===== src/rtl/wb_rr_arbiter_pkg.sv =====
// -----------------------------------------------------------------------------
// wb_arb_pkg
// Shared types and helpers for the Wishbone round-robin arbiter.
//   arb_state_t : arbiter FSM encoding (IDLE / OWNED)
//   SEL_W       : byte-select width for the default 32-bit data path
//   rr_pick()   : behavioural round-robin pick, returns a one-hot grant
// -----------------------------------------------------------------------------
package wb_arb_pkg;

    localparam int MAX_M  = 8;
    localparam int DEF_AW = 32;
    localparam int DEF_DW = 32;
    localparam int SEL_W  = DEF_DW / 8;

    typedef enum logic {
        IDLE  = 1'b0,
        OWNED = 1'b1
    } arb_state_t;

    // Scan masters starting at (last+1) mod num_m and grant the first requester.
    // Handy as a golden reference when unit-testing the hardware picker.
    function automatic logic [MAX_M-1:0] rr_pick(input logic [MAX_M-1:0] req,
                                                 input logic [2:0]       last,
                                                 input int unsigned      num_m);
        logic [MAX_M-1:0] gnt;
        int unsigned      idx;
        gnt = '0;
        for (int unsigned i = 1; i <= num_m; i++) begin
            idx = (32'(last) + i) % num_m;
            if ((gnt == '0) && req[idx[2:0]]) begin
                gnt[idx[2:0]] = 1'b1;
            end
        end
        return gnt;
    endfunction

endpackage


===== src/rtl/wb_rr_arbiter_if.sv =====
// -----------------------------------------------------------------------------
// wb_rr_arbiter_if
// Bundles the master-side and slave-side Wishbone B4 classic signals of the
// arbiter. Signal names carry the arbiter's own direction suffix (_i / _o).
//   m_cyc_i/m_stb_i/m_we_i : per-master strobes            (NUM_M)
//   m_adr_i/m_dat_i/m_sel_i: packed per-master address/data/select
//   m_ack_o/m_err_o        : per-master termination        (NUM_M)
//   m_dat_o                : read data broadcast to all masters
//   s_*_o                  : strobes/address/data towards the shared slave
//   s_ack_i/s_err_i/s_dat_i: slave termination and read data
// Modports:
//   slave  : the arbiter's view (it is the slave of all requesting masters)
//   master : the environment's view (masters plus the shared slave model)
// -----------------------------------------------------------------------------
interface wb_rr_arbiter_if #(
    parameter int NUM_M = 2,
    parameter int AW    = 32,
    parameter int DW    = 32
);
    import wb_arb_pkg::*;

    localparam int SW = DW / 8;

    logic [NUM_M-1:0]    m_cyc_i;
    logic [NUM_M-1:0]    m_stb_i;
    logic [NUM_M-1:0]    m_we_i;
    logic [NUM_M*AW-1:0] m_adr_i;
    logic [NUM_M*DW-1:0] m_dat_i;
    logic [NUM_M*SW-1:0] m_sel_i;
    logic [NUM_M-1:0]    m_ack_o;
    logic [NUM_M-1:0]    m_err_o;
    logic [DW-1:0]       m_dat_o;

    logic                s_cyc_o;
    logic                s_stb_o;
    logic                s_we_o;
    logic [AW-1:0]       s_adr_o;
    logic [DW-1:0]       s_dat_o;
    logic [SW-1:0]       s_sel_o;
    logic                s_ack_i;
    logic                s_err_i;
    logic [DW-1:0]       s_dat_i;

    modport slave (
        input  m_cyc_i, m_stb_i, m_we_i, m_adr_i, m_dat_i, m_sel_i,
        output m_ack_o, m_err_o, m_dat_o,
        output s_cyc_o, s_stb_o, s_we_o, s_adr_o, s_dat_o, s_sel_o,
        input  s_ack_i, s_err_i, s_dat_i
    );

    modport master (
        output m_cyc_i, m_stb_i, m_we_i, m_adr_i, m_dat_i, m_sel_i,
        input  m_ack_o, m_err_o, m_dat_o,
        input  s_cyc_o, s_stb_o, s_we_o, s_adr_o, s_dat_o, s_sel_o,
        output s_ack_i, s_err_i, s_dat_i
    );

endinterface


===== src/rtl/wb_rr_arbiter_priority.sv =====
// -----------------------------------------------------------------------------
// wb_rr_priority
// Combinational round-robin picker: rotate the request vector so that
// (last+1) mod NUM_M lands at bit 0, isolate the lowest set bit, rotate back.
// Ports:
//   i_req  : request vector (one bit per master)
//   i_last : index of the previous owner
//   o_gnt  : one-hot grant, all-zero when nothing requests
// -----------------------------------------------------------------------------
module wb_rr_priority
    import wb_arb_pkg::*;
#(
    parameter int NUM_M = 2,
    localparam int LW   = (NUM_M > 1) ? $clog2(NUM_M) : 1
) (
    input  logic [NUM_M-1:0] i_req,
    input  logic [LW-1:0]    i_last,
    output logic [NUM_M-1:0] o_gnt
);

    localparam logic [LW-1:0]    LAST_IDX = LW'(NUM_M - 1);
    localparam logic [NUM_M-1:0] ONE      = {{(NUM_M-1){1'b0}}, 1'b1};

    logic [LW-1:0]    w_start;
    logic [NUM_M-1:0] w_rot;
    logic [NUM_M-1:0] w_ffs;

    assign w_start = (i_last >= LAST_IDX) ? '0 : i_last + 1'b1;

    // Rotation amount is a runtime value; enumerating every amount keeps all
    // bit selects constant.
    always_comb begin
        w_rot = '0;
        for (int s = 0; s < NUM_M; s++) begin
            if (w_start == LW'(s)) begin
                for (int i = 0; i < NUM_M; i++) begin
                    w_rot[i] = i_req[(i + s) % NUM_M];
                end
            end
        end
    end

    // Two's-complement trick: x & -x keeps only the lowest set bit.
    assign w_ffs = w_rot & (~w_rot + ONE);

    always_comb begin
        o_gnt = '0;
        for (int s = 0; s < NUM_M; s++) begin
            if (w_start == LW'(s)) begin
                for (int i = 0; i < NUM_M; i++) begin
                    o_gnt[(i + s) % NUM_M] = w_ffs[i];
                end
            end
        end
    end

endmodule


===== src/rtl/wb_rr_arbiter.sv =====
// -----------------------------------------------------------------------------
// wb_rr_arbiter
// Round-robin Wishbone B4 classic arbiter: NUM_M masters share one slave.
// A grant is held for the whole bus cycle (owner CYC high), so multi-beat and
// locked sequences stay atomic. A new owner always costs one idle cycle.
//
// Ports:
//   clk      : system clock
//   reset_n  : asynchronous active-low reset
//   bus      : wb_rr_arbiter_if.slave (master request side + slave side)
//   grant_o  : one-hot current owner (registered)
//   busy_o   : bus owned and owner CYC still high
//
// Build option:
//   WB_ARB_TIMEOUT_EN : adds a watchdog that answers a stalled strobe with a
//                       one-cycle ERR after TIMEOUT cycles without ACK/ERR.
//
// state | meaning
// ------+-------------------------------------------------------------
// IDLE  | no owner, slave signals quiet, arbitrating among CYC requests
// OWNED | one master granted, its signals muxed through to the slave
// -----------------------------------------------------------------------------
module wb_rr_arbiter
    import wb_arb_pkg::*;
#(
    parameter int NUM_M   = 2,
    parameter int AW      = 32,
    parameter int DW      = 32,
    parameter int TIMEOUT = 255
) (
    input  logic             clk,
    input  logic             reset_n,
    wb_rr_arbiter_if.slave   bus,
    output logic [NUM_M-1:0] grant_o,
    output logic             busy_o
);

    localparam int            LW       = (NUM_M > 1) ? $clog2(NUM_M) : 1;
    localparam int            SW       = DW / 8;
    localparam logic [LW-1:0] LAST_RST = LW'(NUM_M - 1);

    arb_state_t       r_state;
    arb_state_t       w_next_state;
    logic [NUM_M-1:0] r_grant;
    logic [NUM_M-1:0] w_next_grant;
    logic [LW-1:0]    r_last;
    logic [LW-1:0]    w_next_last;
    logic [NUM_M-1:0] w_pick;

    logic [LW-1:0]    w_owner_idx;
    logic             w_owner_cyc;
    logic             w_owner_stb;
    logic             w_owner_we;
    logic [AW-1:0]    w_owner_adr;
    logic [DW-1:0]    w_owner_dat;
    logic [SW-1:0]    w_owner_sel;
    logic             w_to_hit;

    wb_rr_priority #(
        .NUM_M (NUM_M)
    ) u_priority (
        .i_req  (bus.m_cyc_i),
        .i_last (r_last),
        .o_gnt  (w_pick)
    );

    // r_grant is all-zero outside OWNED, so an AND-OR mux on it already
    // yields zeros on the slave side whenever nobody owns the bus.
    always_comb begin
        w_owner_idx = '0;
        w_owner_cyc = 1'b0;
        w_owner_stb = 1'b0;
        w_owner_we  = 1'b0;
        w_owner_adr = '0;
        w_owner_dat = '0;
        w_owner_sel = '0;
        for (int k = 0; k < NUM_M; k++) begin
            if (r_grant[k]) begin
                w_owner_idx = LW'(k);
                w_owner_cyc = bus.m_cyc_i[k];
                w_owner_stb = bus.m_stb_i[k];
                w_owner_we  = bus.m_we_i[k];
                w_owner_adr = bus.m_adr_i[k*AW +: AW];
                w_owner_dat = bus.m_dat_i[k*DW +: DW];
                w_owner_sel = bus.m_sel_i[k*SW +: SW];
            end
        end
    end

    // State register
    always_ff @(posedge clk or negedge reset_n) begin
        if (!reset_n) begin
            r_state <= IDLE;
            r_grant <= '0;
            r_last  <= LAST_RST;
        end else begin
            r_state <= w_next_state;
            r_grant <= w_next_grant;
            r_last  <= w_next_last;
        end
    end

    // Next-state logic
    always_comb begin
        w_next_state = r_state;
        w_next_grant = r_grant;
        w_next_last  = r_last;
        case (r_state)
            IDLE: begin
                if (|bus.m_cyc_i) begin
                    w_next_state = OWNED;
                    w_next_grant = w_pick;
                end
            end
            OWNED: begin
                // Returning through IDLE (rather than re-granting here) is
                // what gives the one idle cycle between owners.
                if (!w_owner_cyc) begin
                    w_next_state = IDLE;
                    w_next_grant = '0;
                    w_next_last  = w_owner_idx;
                end
            end
            default: begin
                w_next_state = IDLE;
                w_next_grant = '0;
            end
        endcase
    end

    // Output logic
    always_comb begin
        bus.s_cyc_o = w_owner_cyc;
        bus.s_stb_o = w_owner_cyc & w_owner_stb & ~w_to_hit;
        bus.s_we_o  = w_owner_we;
        bus.s_adr_o = w_owner_adr;
        bus.s_dat_o = w_owner_dat;
        bus.s_sel_o = w_owner_sel;
        bus.m_ack_o = r_grant & {NUM_M{bus.s_ack_i}};
        bus.m_err_o = r_grant & {NUM_M{bus.s_err_i | w_to_hit}};
        bus.m_dat_o = bus.s_dat_i;
        grant_o     = r_grant;
        busy_o      = (r_state == OWNED) & w_owner_cyc;
    end

`ifdef WB_ARB_TIMEOUT_EN
    localparam int TW = $clog2(TIMEOUT + 1);

    logic [TW-1:0] r_to_cnt;
    logic          w_stall;

    // Uses the unmasked strobe so the terminal cycle itself still counts as
    // stalled; the hit then masks s_stb_o for that one cycle.
    assign w_stall  = w_owner_cyc & w_owner_stb & ~bus.s_ack_i & ~bus.s_err_i;
    assign w_to_hit = w_stall & (r_to_cnt == TW'(TIMEOUT - 1));

    always_ff @(posedge clk or negedge reset_n) begin
        if (!reset_n) begin
            r_to_cnt <= '0;
        end else if (!w_owner_cyc || bus.s_ack_i || bus.s_err_i || w_to_hit) begin
            r_to_cnt <= '0;
        end else if (w_owner_stb) begin
            r_to_cnt <= r_to_cnt + 1'b1;
        end
    end
`else
    // Without the watchdog a hung slave stalls the bus; TIMEOUT has no effect.
    localparam logic TO_NEVER = (TIMEOUT < 0);
    assign w_to_hit = TO_NEVER;
`endif

endmodule


===== src/flat_wrapper.sv =====
// flat-port wrapper written by rule: the top's interface ports become plain ports
module wb_rr_arbiter_flat import wb_arb_pkg::*;
#(
    parameter int NUM_M   = 2,
    parameter int AW      = 32,
    parameter int DW      = 32,
    parameter int TIMEOUT = 255
)
  (clk, reset_n, grant_o, busy_o, bus_m_cyc_i, bus_m_stb_i, bus_m_we_i, bus_m_adr_i, bus_m_dat_i, bus_m_sel_i, bus_m_ack_o, bus_m_err_o, bus_m_dat_o, bus_s_cyc_o, bus_s_stb_o, bus_s_we_o, bus_s_adr_o, bus_s_dat_o, bus_s_sel_o, bus_s_ack_i, bus_s_err_i, bus_s_dat_i);
  wb_rr_arbiter_if #(.NUM_M(NUM_M), .AW(AW), .DW(DW)) bus_i ();
  input  logic clk;
  input  logic reset_n;
  output logic [NUM_M-1:0] grant_o;
  output logic busy_o;
  input wire logic [$bits(bus_i.m_cyc_i)-1:0] bus_m_cyc_i;
  input wire logic [$bits(bus_i.m_stb_i)-1:0] bus_m_stb_i;
  input wire logic [$bits(bus_i.m_we_i)-1:0] bus_m_we_i;
  input wire logic [$bits(bus_i.m_adr_i)-1:0] bus_m_adr_i;
  input wire logic [$bits(bus_i.m_dat_i)-1:0] bus_m_dat_i;
  input wire logic [$bits(bus_i.m_sel_i)-1:0] bus_m_sel_i;
  output wire logic [$bits(bus_i.m_ack_o)-1:0] bus_m_ack_o;
  output wire logic [$bits(bus_i.m_err_o)-1:0] bus_m_err_o;
  output wire logic [$bits(bus_i.m_dat_o)-1:0] bus_m_dat_o;
  output wire logic [$bits(bus_i.s_cyc_o)-1:0] bus_s_cyc_o;
  output wire logic [$bits(bus_i.s_stb_o)-1:0] bus_s_stb_o;
  output wire logic [$bits(bus_i.s_we_o)-1:0] bus_s_we_o;
  output wire logic [$bits(bus_i.s_adr_o)-1:0] bus_s_adr_o;
  output wire logic [$bits(bus_i.s_dat_o)-1:0] bus_s_dat_o;
  output wire logic [$bits(bus_i.s_sel_o)-1:0] bus_s_sel_o;
  input wire logic [$bits(bus_i.s_ack_i)-1:0] bus_s_ack_i;
  input wire logic [$bits(bus_i.s_err_i)-1:0] bus_s_err_i;
  input wire logic [$bits(bus_i.s_dat_i)-1:0] bus_s_dat_i;
  assign bus_i.m_cyc_i = bus_m_cyc_i;
  assign bus_i.m_stb_i = bus_m_stb_i;
  assign bus_i.m_we_i = bus_m_we_i;
  assign bus_i.m_adr_i = bus_m_adr_i;
  assign bus_i.m_dat_i = bus_m_dat_i;
  assign bus_i.m_sel_i = bus_m_sel_i;
  assign bus_m_ack_o = bus_i.m_ack_o;
  assign bus_m_err_o = bus_i.m_err_o;
  assign bus_m_dat_o = bus_i.m_dat_o;
  assign bus_s_cyc_o = bus_i.s_cyc_o;
  assign bus_s_stb_o = bus_i.s_stb_o;
  assign bus_s_we_o = bus_i.s_we_o;
  assign bus_s_adr_o = bus_i.s_adr_o;
  assign bus_s_dat_o = bus_i.s_dat_o;
  assign bus_s_sel_o = bus_i.s_sel_o;
  assign bus_i.s_ack_i = bus_s_ack_i;
  assign bus_i.s_err_i = bus_s_err_i;
  assign bus_i.s_dat_i = bus_s_dat_i;
  wb_rr_arbiter #(.NUM_M(NUM_M), .AW(AW), .DW(DW), .TIMEOUT(TIMEOUT)) u_core (.clk(clk), .reset_n(reset_n), .bus(bus_i), .grant_o(grant_o), .busy_o(busy_o));
endmodule

===== config.mk =====
export PLATFORM = sky130hd
export DESIGN_NAME = wb_rr_arbiter_flat
export DESIGN_NICKNAME = d
export VERILOG_FILES = /design/src/rtl/wb_rr_arbiter_pkg.sv /design/src/rtl/wb_rr_arbiter_if.sv /design/src/rtl/wb_rr_arbiter_priority.sv /design/src/rtl/wb_rr_arbiter.sv /design/src/flat_wrapper.sv
export SDC_FILE = /design/constraint.sdc
export NUM_CORES = 1
export LEC_CHECK = 0
export ABC_AREA = 1
export CAP_MARGIN = 20
export CORE_AREA = 2 2 110 112
export CTS_CLUSTER_DIAMETER = 30
export DETAILED_ROUTE_END_ITERATION = 10
export DIE_AREA = 0 0 112 114
export PLACE_DENSITY = 0.67
export SYNTH_ARGS = -nofsm -noshare
export SYNTH_HDL_FRONTEND = slang
export SYNTH_SLANG_ARGS = --single-unit

===== constraint.sdc =====
create_clock -name clk -period 2 [get_ports clk]
set_input_delay 0.3 -clock clk [delete_from_list [all_inputs] [get_ports clk]]
set_output_delay 0.3 -clock clk [all_outputs]
set_load 0.02 [all_outputs]

==> qor.csv, run 1 <==
stage,metric,value,unit
worst_setup_path,worstSetupPathType,flop to output port,
worst_setup_path,crit_path_end_kind,output port,
clocking,cts_sinks,4,
clocking,clkTransAtPathRegs,0.03,ns
floorplanning,die-area,12800,um^2
clocking,postCtsHoldBufs,0,
sta,max-slew-margin-rel,80.0,%
power,ir_drop,827,uV
routing,drc,0,
sta,min_period,1.91,ns
worst_hold_path,worstHoldPathType,input port to async pin,
power,power.density,1010,nW/um^2
clocking,clkLatencyLatePin,0.23,ns
floorplanning,die_h,114,um
power,p_leak,1.61,nW
clocking,cts_tree,yes,
clocking,post_cts_buffers,0,
placed_design,dpl_cell_area,3380,um^2
clocking,cts_made_buffers,3,
routing,vias,1955,
cells_and_area,fill_cells,1264,
placed_design,io_buffers,223,
cells_and_area,drive_above_1_share,4.62,%
floorplanning,coreArea,11700,um^2
global_route,grt_usage,9.63,%
synthesis,synth.yosys.warnings,0,
run,cap_violations,0,
clocking,htreeDepth,1,
cells_and_area,antenna_cells,0,
floorplanning,initial_core_util,10.3,%
cells_and_area,area_growth,180,%
worst_setup_path,worstPathMaxFanout,37,
sta,finalHoldViolations,0,
global_route,antenna_found_initial,0,
sta,skew,0.000842,ns
sta,post-route-period-util,95.3,%
floorplanning,placementRows,40,
cells_and_area,final_area,3370,um^2
placed_design,routabilityCongestion,0.791,
sta,grt_setup_unrepaired,false,
placed_design,dpl.hpwl,5640,um
synthesis,avgSynthCellArea,7.57,um^2
sta,final_max_slew_viol_count,0,
cells_and_area,fin_nets,525,
routing,ant_nets,0,
sta,finalSetupTns,0,ns
synthesis,syn_nets,337,
global_route,grt_first_pass_wirelength,10100,um
synthesis,synth_cell_types,13,
global_route,grt_pass1_vias,1969,
clocking,cts_buffer_depth,2,
routing,drt-total-wl,6870,um
global_route,grt_max_degree,41,
floorplanning,dieWidth,112,um
synthesis,netlist_instances,159,
worst_setup_path,worst_ep_required_time,1.70,ns
routing,viasPerCell,3.97,
routing,routedWlPerCell,13.9,um
global_route,overflow,0,
routing,dr.first_iter.drc_count,57,
synthesis,ys_seq_area_share,8.42,%
sta,finalSetupViolations,0,
sta,fmax,525,MHz
worst_setup_path,cp-start-kind,flop,
outcome,status,completed,
worst_setup_path,crit_arrival,1.61,ns
floorplanning,pin_count,288,
synthesis,synth-seq-cells,4,
sta,worst_pin_slew,0.301,ns
routing,drt-pass1-iter-count,4,
synthesis,synth_area,1200,um^2
clocking,cts_root_buffer,clkbuf_16,
==> placed cells by master, fill, tap and decap left out, types with 2 or more instances in the layout <==
cell type        instances
dlygate4sd2_1           72
buf_4                    4
clkdlybuf4s50_1        151
clkbuf_16                3
inv_1                    9
o21ai_0                  2
nand2_1                 19
a22o_1                  69
nor2_1                   2
dfrtp_1                  2
buf_12                   3
nand3_1                  3
==> through the flow <==
stage | setup slack [ns] | util [%] | instances | total power [mW] | hold WS, ns
after CTS | 0.0545 | 28.8 | 493 | 3.43 | 0.272
after global placement | -0.0362 | 28.8 | 489 | 3.45 | 0.506
after floorplan | 0.564 | - | 159 | 1.98 | 0.00441
final | 0.0945 | 28.8 | 493 | 3.40 | 0.271
after detailed placement | -0.0844 | 28.8 | 489 | 3.47 | 0.509
after global routing | 0.00435 | 28.8 | 493 | 3.59 | 0.281
==> critical path, stage by stage, from the launching register on <==
cell and delay (ns):
dfrtp_2 0.44, nor2_4 0.18, buf_12 0.21, a22o_1 0.19, dlygate4sd2_1 0.34
==> registers in the layout (all words and copies together), names as in the netlist <==
signal          flops
u_core.r_last       1
u_core.r_state      1
u_core.grant_o      2
==> metal layers <==
metal  wire length (um)  track usage [%]  part of all wire [%]
met1               2620             11.4                    38
met5                  0                0                     0
met4                124             3.41                   1.8
met3                627             2.34                   9.1
met2               3510             17.0                    51
==> area by class of cell <==
cell class / instances / area [um^2] / area share [%]
clock buffer: 4 / 78.8 / 2.34
sequential: 4 / 103 / 3.04
inverter: 10 / 37.5 / 1.11
multi-input combinational: 97 / 726 / 21.5
timing repair buffer: 231 / 2240 / 66.5
tap: 147 / 184 / 5.45
==> timing repair <==
item / CTS / global route
setup endpoints to repair: 72 / 2
pin swaps: 0 / 0
gates resized for setup: 73 / 1
gates cloned: 0 / 0
==> synthesized netlist by cell type <==
| library cell | instances | area [um^2] |
|---|---|---|
| a22o_1 | 69 | 604 |
| buf_2 | 6 | 30.0 |
| buf_4 | 41 | 308 |
| clkbuf_1 | 1 | 3.75 |
| dfrtp_1 | 3 | 75.1 |
| dfstp_2 | 1 | 26.3 |
| inv_1 | 9 | 33.8 |
| inv_2 | 1 | 3.75 |
| nand2_1 | 20 | 75.1 |
| nand3_1 | 3 | 15.0 |
| nor2_1 | 2 | 7.51 |
| nor2_4 | 1 | 11.3 |
| o21ai_0 | 2 | 10.0 |
==> worst paths after layout <==
path	slack, ns	startpoint	depth (start not counted)	to
max	0.09	u_core.grant_o[1]	4	bus_s_dat_o[20]
min	0.27	reset_n	1	u_core.grant_o[0]
max reg2reg	0.64	u_core.grant_o[1]	9	u_core.grant_o[1]
min reg2reg	0.51	u_core.r_last	2	u_core.r_last
max in group asynchronous	1.49	reset_n	1	u_core.r_last
min in group clk	0.51	u_core.r_last	2	u_core.r_last
==> where the power goes <==
group          total (mW)  leakage [nW]  internal (mW)  switching [mW]
logic                2.91          1.52           1.33            1.58
registers           0.159        0.0468          0.123          0.0357
clock network       0.332        0.0382          0.264          0.0676
==> cells by family after synthesis <==
family	synth area share, %
buf+inv	31.5
compound gates	51.0
simple gates	9.04
flops	8.42
No activity file was read; power rests on OpenSTA's default activity.
==> run 2, diff against run 1 <==
- CELL_PAD_IN_SITES_DETAIL_PLACEMENT: not set -> 0
- CELL_PAD_IN_SITES_GLOBAL_PLACEMENT: not set -> 2
- CORE_AREA: 2 2 110 112 -> not set
- CORE_ASPECT_RATIO: not set -> 0.7
- CORE_MARGIN: not set -> 2
- CORE_UTILIZATION: not set -> 10
- DIE_AREA: 0 0 112 114 -> not set
- PLACE_DENSITY: 0.67 -> 0.95
==> qor.csv, run 2 (synthesis results as in run 1) <==
stage,metric,value,unit,change
sta,finalHoldViolations,0,,unchanged
sta,min_period,1.92,ns,+0.0175 ns
cells_and_area,final_util,29.0,%,+0.17 points
cells_and_area,fin_cells,504,,+2.2%
power,power.density,1030,nW/um^2,+1.8%
power,ir_drop,349,uV,-58%
sta,skew,0.00248,ns,+0.00164 ns
floorplanning,placementRows,33,,-18%
global_route,grt_first_pass_wirelength,10300,um,+1.2%
worst_setup_path,crit_arrival,1.62,ns,about the same
placed_design,dpl.hpwl,6700,um,+19%
routing,ant_nets,0,,unchanged
worst_hold_path,worstHoldPathType,input port to async pin,,
clocking,postCtsHoldBufs,0,,unchanged
worst_setup_path,startpoint,u_core.grant_o[1],,
power,p_leak,1.60,nW,-0.67%
global_route,grt_pass1_vias,1814,,-7.9%
worst_setup_path,worst_ep_required_time,1.70,ns,about the same
cells_and_area,mostFrequentLayoutCell,clkdlybuf4s50_1,,
floorplanning,dieWidth,135,um,+21%
cells_and_area,fill_cells,1282,,+1.4%
clocking,htreeDepth,1,,unchanged
power,finalPower,3.48,mW,+2.5%
sta,max-slew-margin-rel,82.1,%,+2.1 points
sta,finalSetupViolations,0,,unchanged
clocking,cts_tree,yes,,
cells_and_area,drive_above_1_share,5.76,%,+1.1 points
floorplanning,coreArea,11700,um^2,+0.13%
routing,drc,0,,unchanged
global_route,antenna_found_initial,0,,unchanged
routing,dr.first_iter.drc_count,73,,+28%
cells_and_area,fin_nets,526,,+0.19%
sta,post-route-period-util,96.1,%,+0.87 points
clocking,clkTransAtPathRegs,0.03,ns,about the same
global_route,grt_max_degree,40,,-2.4%
sta,worst_pin_slew,0.269,ns,-0.0316 ns
worst_setup_path,ff2ff_setup_slack,0.64,ns,about the same
cells_and_area,area_growth,182,%,
placed_design,routabilityCongestion,0.693,,-12%
routing,routedWlPerCell,15.8,um,+13%
clocking,clkLatencyLatePin,0.22,ns,about the same
routing,vias,1959,,+0.20%
global_route,overflow,0,,unchanged
placed_design,pre_cts_ws,-0.0122,ns,+0.0721 ns
placed_design,dp.cells,500,,+2.2%
routing,drt-pass1-iter-count,4,,unchanged
floorplanning,pin_count,288,,unchanged
cells_and_area,ff_latch_area,103,um^2,unchanged
cells_and_area,multiInputGateArea,723,um^2,-0.34%
floorplanning,initial_core_util,10.3,%,-0.013 points
sta,final_max_slew_viol_count,0,,unchanged
worst_setup_path,timing.rr.end,u_core.grant_o[1],,
worst_setup_path,crit_path_end_kind,output port,,
worst_setup_path,cp-start-kind,flop,,
worst_setup_path,worstSetupPathType,flop to output port,,
outcome,status,completed,,
run,cap_violations,0,,unchanged
clocking,cts_buffer_depth,2,,unchanged
cells_and_area,antenna_cells,0,,unchanged
worst_setup_path,r2r_start,u_core.grant_o[1],,
placed_design,io_buffers,223,,unchanged
sta,finalSetupTns,0,ns,unchanged
cells_and_area,largest_reg_flops,2,,unchanged
routing,drt-total-wl,7950,um,+16%
global_route,grt_usage,10.2,%,+0.60 points
sta,layout_setup_ws,0.0770,ns,-0.0175 ns
clocking,cts_sinks,4,,unchanged
worst_setup_path,crit_end,bus_s_dat_o[19],,
routing,viasPerCell,3.89,,-2.0%
worst_setup_path,r2r_cells,9,,unchanged
clocking,post_cts_buffers,0,,unchanged
clocking,cts_root_buffer,clkbuf_16,,
sta,grt_setup_unrepaired,false,,
clocking,cts_made_buffers,3,,unchanged
cells_and_area,layout_common_cells,"151 x clkdlybuf4s50_1, 69 x a22o_1, 64 x dlygate4sd2_1",,
floorplanning,die-area,12900,um^2,+1.4%
worst_setup_path,worstPathMaxFanout,39,,+5.4%
sta,fmax,520,MHz,-0.91%
floorplanning,die_h,95.8,um,-16%
[run 2: how the worst min path moves through the flow]
stage | to | depth (start not counted) | slack (ns) | startpoint
after floorplan | u_core.grant_o[0] | 0 | 0.004 | reset_n
after global placement | u_core.r_state | 1 | 0.50 | u_core.r_state
after detailed placement | u_core.r_state | 1 | 0.50 | u_core.r_state
after CTS | u_core.grant_o[0] | 1 | 0.28 | reset_n
after global routing | u_core.grant_o[0] | 1 | 0.28 | reset_n
final | u_core.r_state | 1 | 0.28 | reset_n
[run 2: routing by layer]
metal / global-route usage (%) / up-vias / share of wire, %
met5: 0 / - / 0
met4: 2.00 / 0 / 0.58
met3: 3.95 / 8 / 12
met2: 15.9 / 118 / 46
met1: 13.5 / 896 / 42
li1: - / 937 / -
[run 2: final cells by class]
class	instances	share of cell area [%]
timing repair buffer	232	66.5
clock buffer	4	2.32
inverter	10	1.11
multi-input combinational	97	21.3
sequential	4	3.02
tap	157	5.78
[run 2: critical path: stages (launching register included)]
cell,delay [ns]
dfrtp_2,0.41
buf_12,0.22
buf_12,0.21
a22o_1,0.19
dlygate4sd2_1,0.35
[run 2: metrics by stage]
stage          cell area (um^2)  hold slack (ns)
6_report                   3400            0.275
3_3_place_gp               3400            0.502
5_1_grt                    3400            0.279
2_1_floorplan              1200          0.00441
4_1_cts                    3390            0.277
3_5_place_dp               3400            0.495
[run 2: where the power goes]
part           switching, mW  internal [mW]  total (mW)
sequential            0.0329          0.123       0.156
combinational           1.64           1.36        3.00
clock                 0.0602          0.264       0.324
[run 2: timing repair]
item | in CTS | in global routing
gates resized for setup | 69 | 6
setup endpoints to repair | 69 | 5
gates cloned | 0 | 0
==> run 3, diff against run 2 <==
- CAP_MARGIN: 20 -> 25
- RECOVER_POWER: not set -> 25
- SYNTH_HIERARCHICAL: not set -> 1
==> qor.csv, run 3 <==
stage,metric,value,unit,change
outcome,status,completed,,
cells_and_area,layout_common_cells,"150 x clkdlybuf4s50_1, 72 x dlygate4sd2_1, 69 x a22o_1",,
routing,vias,1919,,-2.0%
worst_setup_path,critical-path-top-delay-family,buffers and inverters,,
routing,dr.first_iter.drc_count,61,,-16%
sta,layout_setup_ws,0.113,ns,+0.0361 ns
synthesis,synth_most_common_cell,a22o_1,,
worst_setup_path,worstPathMaxFanout,7,,-82%
sta,max-slew-margin-rel,71.0,%,-11 points
synthesis,synth.top_cell.area_share,48.5,%,-1.7 points
placed_design,pre_cts_ws,-0.105,ns,-0.0928 ns
routing,routedWlPerCell,13.0,um,-18%
clocking,cts_root_buffer,clkbuf_16,,
routing,ant_nets,0,,unchanged
global_route,overflow,0,,unchanged
synthesis,ys.flop_type,dfrtp_1,,
routing,drt-total-wl,6600,um,-17%
synthesis,avgSynthCellArea,7.88,um^2,+4.1%
power,ir_drop,669,uV,+92%
sta,min_period,1.89,ns,-0.0361 ns
cells_and_area,largest_reg_flops,2,,unchanged
routing,drt-pass1-iter-count,4,,unchanged
power,combPwrFrac,87.8,%,+1.6 points
sta,grt_setup_unrepaired,false,,
sta,final_max_slew_viol_count,0,,unchanged
synthesis,syn_nets,336,,-0.30%
worst_setup_path,crit_path_end_kind,output port,,
worst_setup_path,worstPathCellList,"buf_4, inv_1, nand3_1, nand2_1, inv_1, nor2_2, dlygate4sd2_1",,
global_route,antenna_found_initial,0,,unchanged
global_route,grt_pass1_vias,1899,,+4.7%
synthesis,synth.area.top_cells,"a22o_1 49%, buf_4 20%, buf_6 7.2%, dfrtp_1 6.0%, nand2_1 4.8%",,
floorplanning,coreArea,12300,um^2,+4.8%
cells_and_area,antenna_cells,0,,unchanged
power,p_clk_share,8.1,%,-1.2 points
power,power.density,1150,nW/um^2,+12%
power,p_leak,1.61,nW,+1.2%
worst_setup_path,max_stage_delay,0.42,ns,about the same
cells_and_area,mostFrequentLayoutCell,clkdlybuf4s50_1,,
clocking,post_cts_resized,72,,+4.3%
floorplanning,die_h,97.4,um,+1.6%
clocking,cts_sinks,4,,unchanged
placed_design,dp.cells,504,,+0.80%
clocking,clkTransAtPathRegs,0.03,ns,about the same
cells_and_area,area_growth,173,%,
floorplanning,placementRows,34,,+3.0%
clocking,post_cts_buffers,0,,unchanged
run,cap_violations,0,,unchanged
power,p_int,1.93,mW,+10%
synthesis,synth-seq-cells,4,,unchanged
clocking,postCtsHoldBufs,0,,unchanged
routing,drc,0,,unchanged
sta,skew,0.00198,ns,-0.000502 ns
sta,fmax,530,MHz,+1.9%
sta,worst_pin_slew,0.430,ns,+0.161 ns
clocking,cts_buffer_depth,2,,unchanged
power,switchingPower,1.97,mW,+14%
worst_setup_path,critPathBufInv,4,,+1
worst_setup_path,timing.critical_path.mode_cell,inv_1,,
power,pwr-share-seq,4.1,%,-0.4 points
synthesis,synthTopCellsByCount,"69 x a22o_1, 33 x buf_4, 16 x nand2_1, 10 x inv_1, 8 x buf_6",,
clocking,cts_tree,yes,,
power,switching_share,50.5,%,+0.81 points
synthesis,synth_area_leader_cell,a22o_1,,
clocking,htreeDepth,1,,unchanged
sta,finalSetupViolations,0,,unchanged
synthesis,synth_area,1240,um^2,+3.4%
clocking,cts_made_buffers,3,,unchanged
worst_setup_path,cp-start-kind,flop,,
floorplanning,die-area,13400,um^2,+3.3%
sta,finalHoldViolations,0,,unchanged
synthesis,ys_seq_area_share,8.14,%,-0.28 points
worst_setup_path,worst_ep_required_time,1.70,ns,about the same
cells_and_area,fill_cells,1334,,+4.1%
worst_setup_path,crit_arrival,1.59,ns,-0.03 ns
floorplanning,dieWidth,137,um,+1.7%
cells_and_area,fin_cells,508,,+0.79%
synthesis,synth.yosys.warnings,6,,+6
sta,post-route-period-util,94.3,%,-1.8 points
worst_hold_path,worstHoldPathType,input port to async pin,,
global_route,grt_max_degree,38,,-5.0%
global_route,grt_first_pass_wirelength,9580,um,-6.7%
floorplanning,pin_count,288,,unchanged
placed_design,io_buffers,223,,unchanged
synthesis,synth-edff-count,0,,unchanged
worst_setup_path,worstSetupPathType,flop to output port,,
sta,finalSetupTns,0,ns,unchanged
placed_design,dpl.hpwl,5530,um,-17%
synthesis,netlist_instances,158,,-0.63%
cells_and_area,drive_above_1_share,5.20,%,-0.56 points
synthesis,synth_cell_types,15,,+2
worst_setup_path,slowest_stage,dfrtp_2,,
clocking,clkLatencyLatePin,0.22,ns,about the same
floorplanning,initial_core_util,10.1,%,-0.14 points
placed_design,routabilityCongestion,0.816,,+18%
routing,viasPerCell,3.78,,-2.8%
synthesis,synthArstFlopShare,100,%,unchanged
cells_and_area,fin_nets,525,,-0.19%
global_route,grt_usage,8.68,%,-1.5 points
[run 3: cell type report]
type	count	area, um^2	share of cell area [%]
Multi-Input combinational cell	95	729	21.4
Tap cell	162	203	5.96
Clock buffer	4	78.8	2.32
Timing Repair Buffer	232	2250	66.1
Sequential cell	4	103	3.02
Inverter	11	41.3	1.21
[run 3: metal layers]
metal	track usage, %	share of wire (%)
met1	11.2	43
met2	15.2	48
met3	1.67	8.5
met4	1.11	0.061
met5	0	0
[run 3: power groups by stage]
stage                     registers [mW]  logic (mW)  clock network, mW
after floorplan                    0.175        2.20                  0
after global placement             0.158        3.91                  0
after detailed placement           0.159        3.92                  0
after CTS                          0.159        3.45              0.322
after global routing               0.164        3.65              0.329
final                              0.159        3.42              0.316
[run 3: worst paths after layout]
kind / from / end / slack [ns] / cells past startpoint
max: u_core/grant_o[1] / bus_s_stb_o / 0.11 / 7
min: reset_n / u_core/grant_o[0] / 0.37 / 1
max reg2reg: u_core/grant_o[1] / u_core/r_state / 0.91 / 6
min reg2reg: u_core/r_last / u_core/r_last / 0.49 / 2
max in group asynchronous: reset_n / u_core/r_last / 1.38 / 1
min in group clk: u_core/r_last / u_core/r_last / 0.49 / 2
[run 3: worst reg2reg max path, delay by kind of cell, from the launching register on]
kind	cells	cell delay [ns]
buf+inv	2	0.23
flops	1	0.42
simple gates	4	0.37
[run 3: cells by family after synthesis]
group | share of synthesized area [%]
AOI/OAI and AO/OA | 50.8
and+or+nand+nor | 7.84
buffers and inverters | 33.3
DFF | 8.14
[run 3: per-stage QoR]
step,total power [mW],utilization [%],cell area [um^2],hold WS [ns]
after floorplan,2.37,-,1240,0.00441
final,3.90,27.7,3400,0.366
after CTS,3.94,27.7,3400,0.305
after global placement,4.07,27.8,3410,0.496
after detailed placement,4.08,27.8,3410,0.489
after global routing,4.15,27.7,3400,0.379
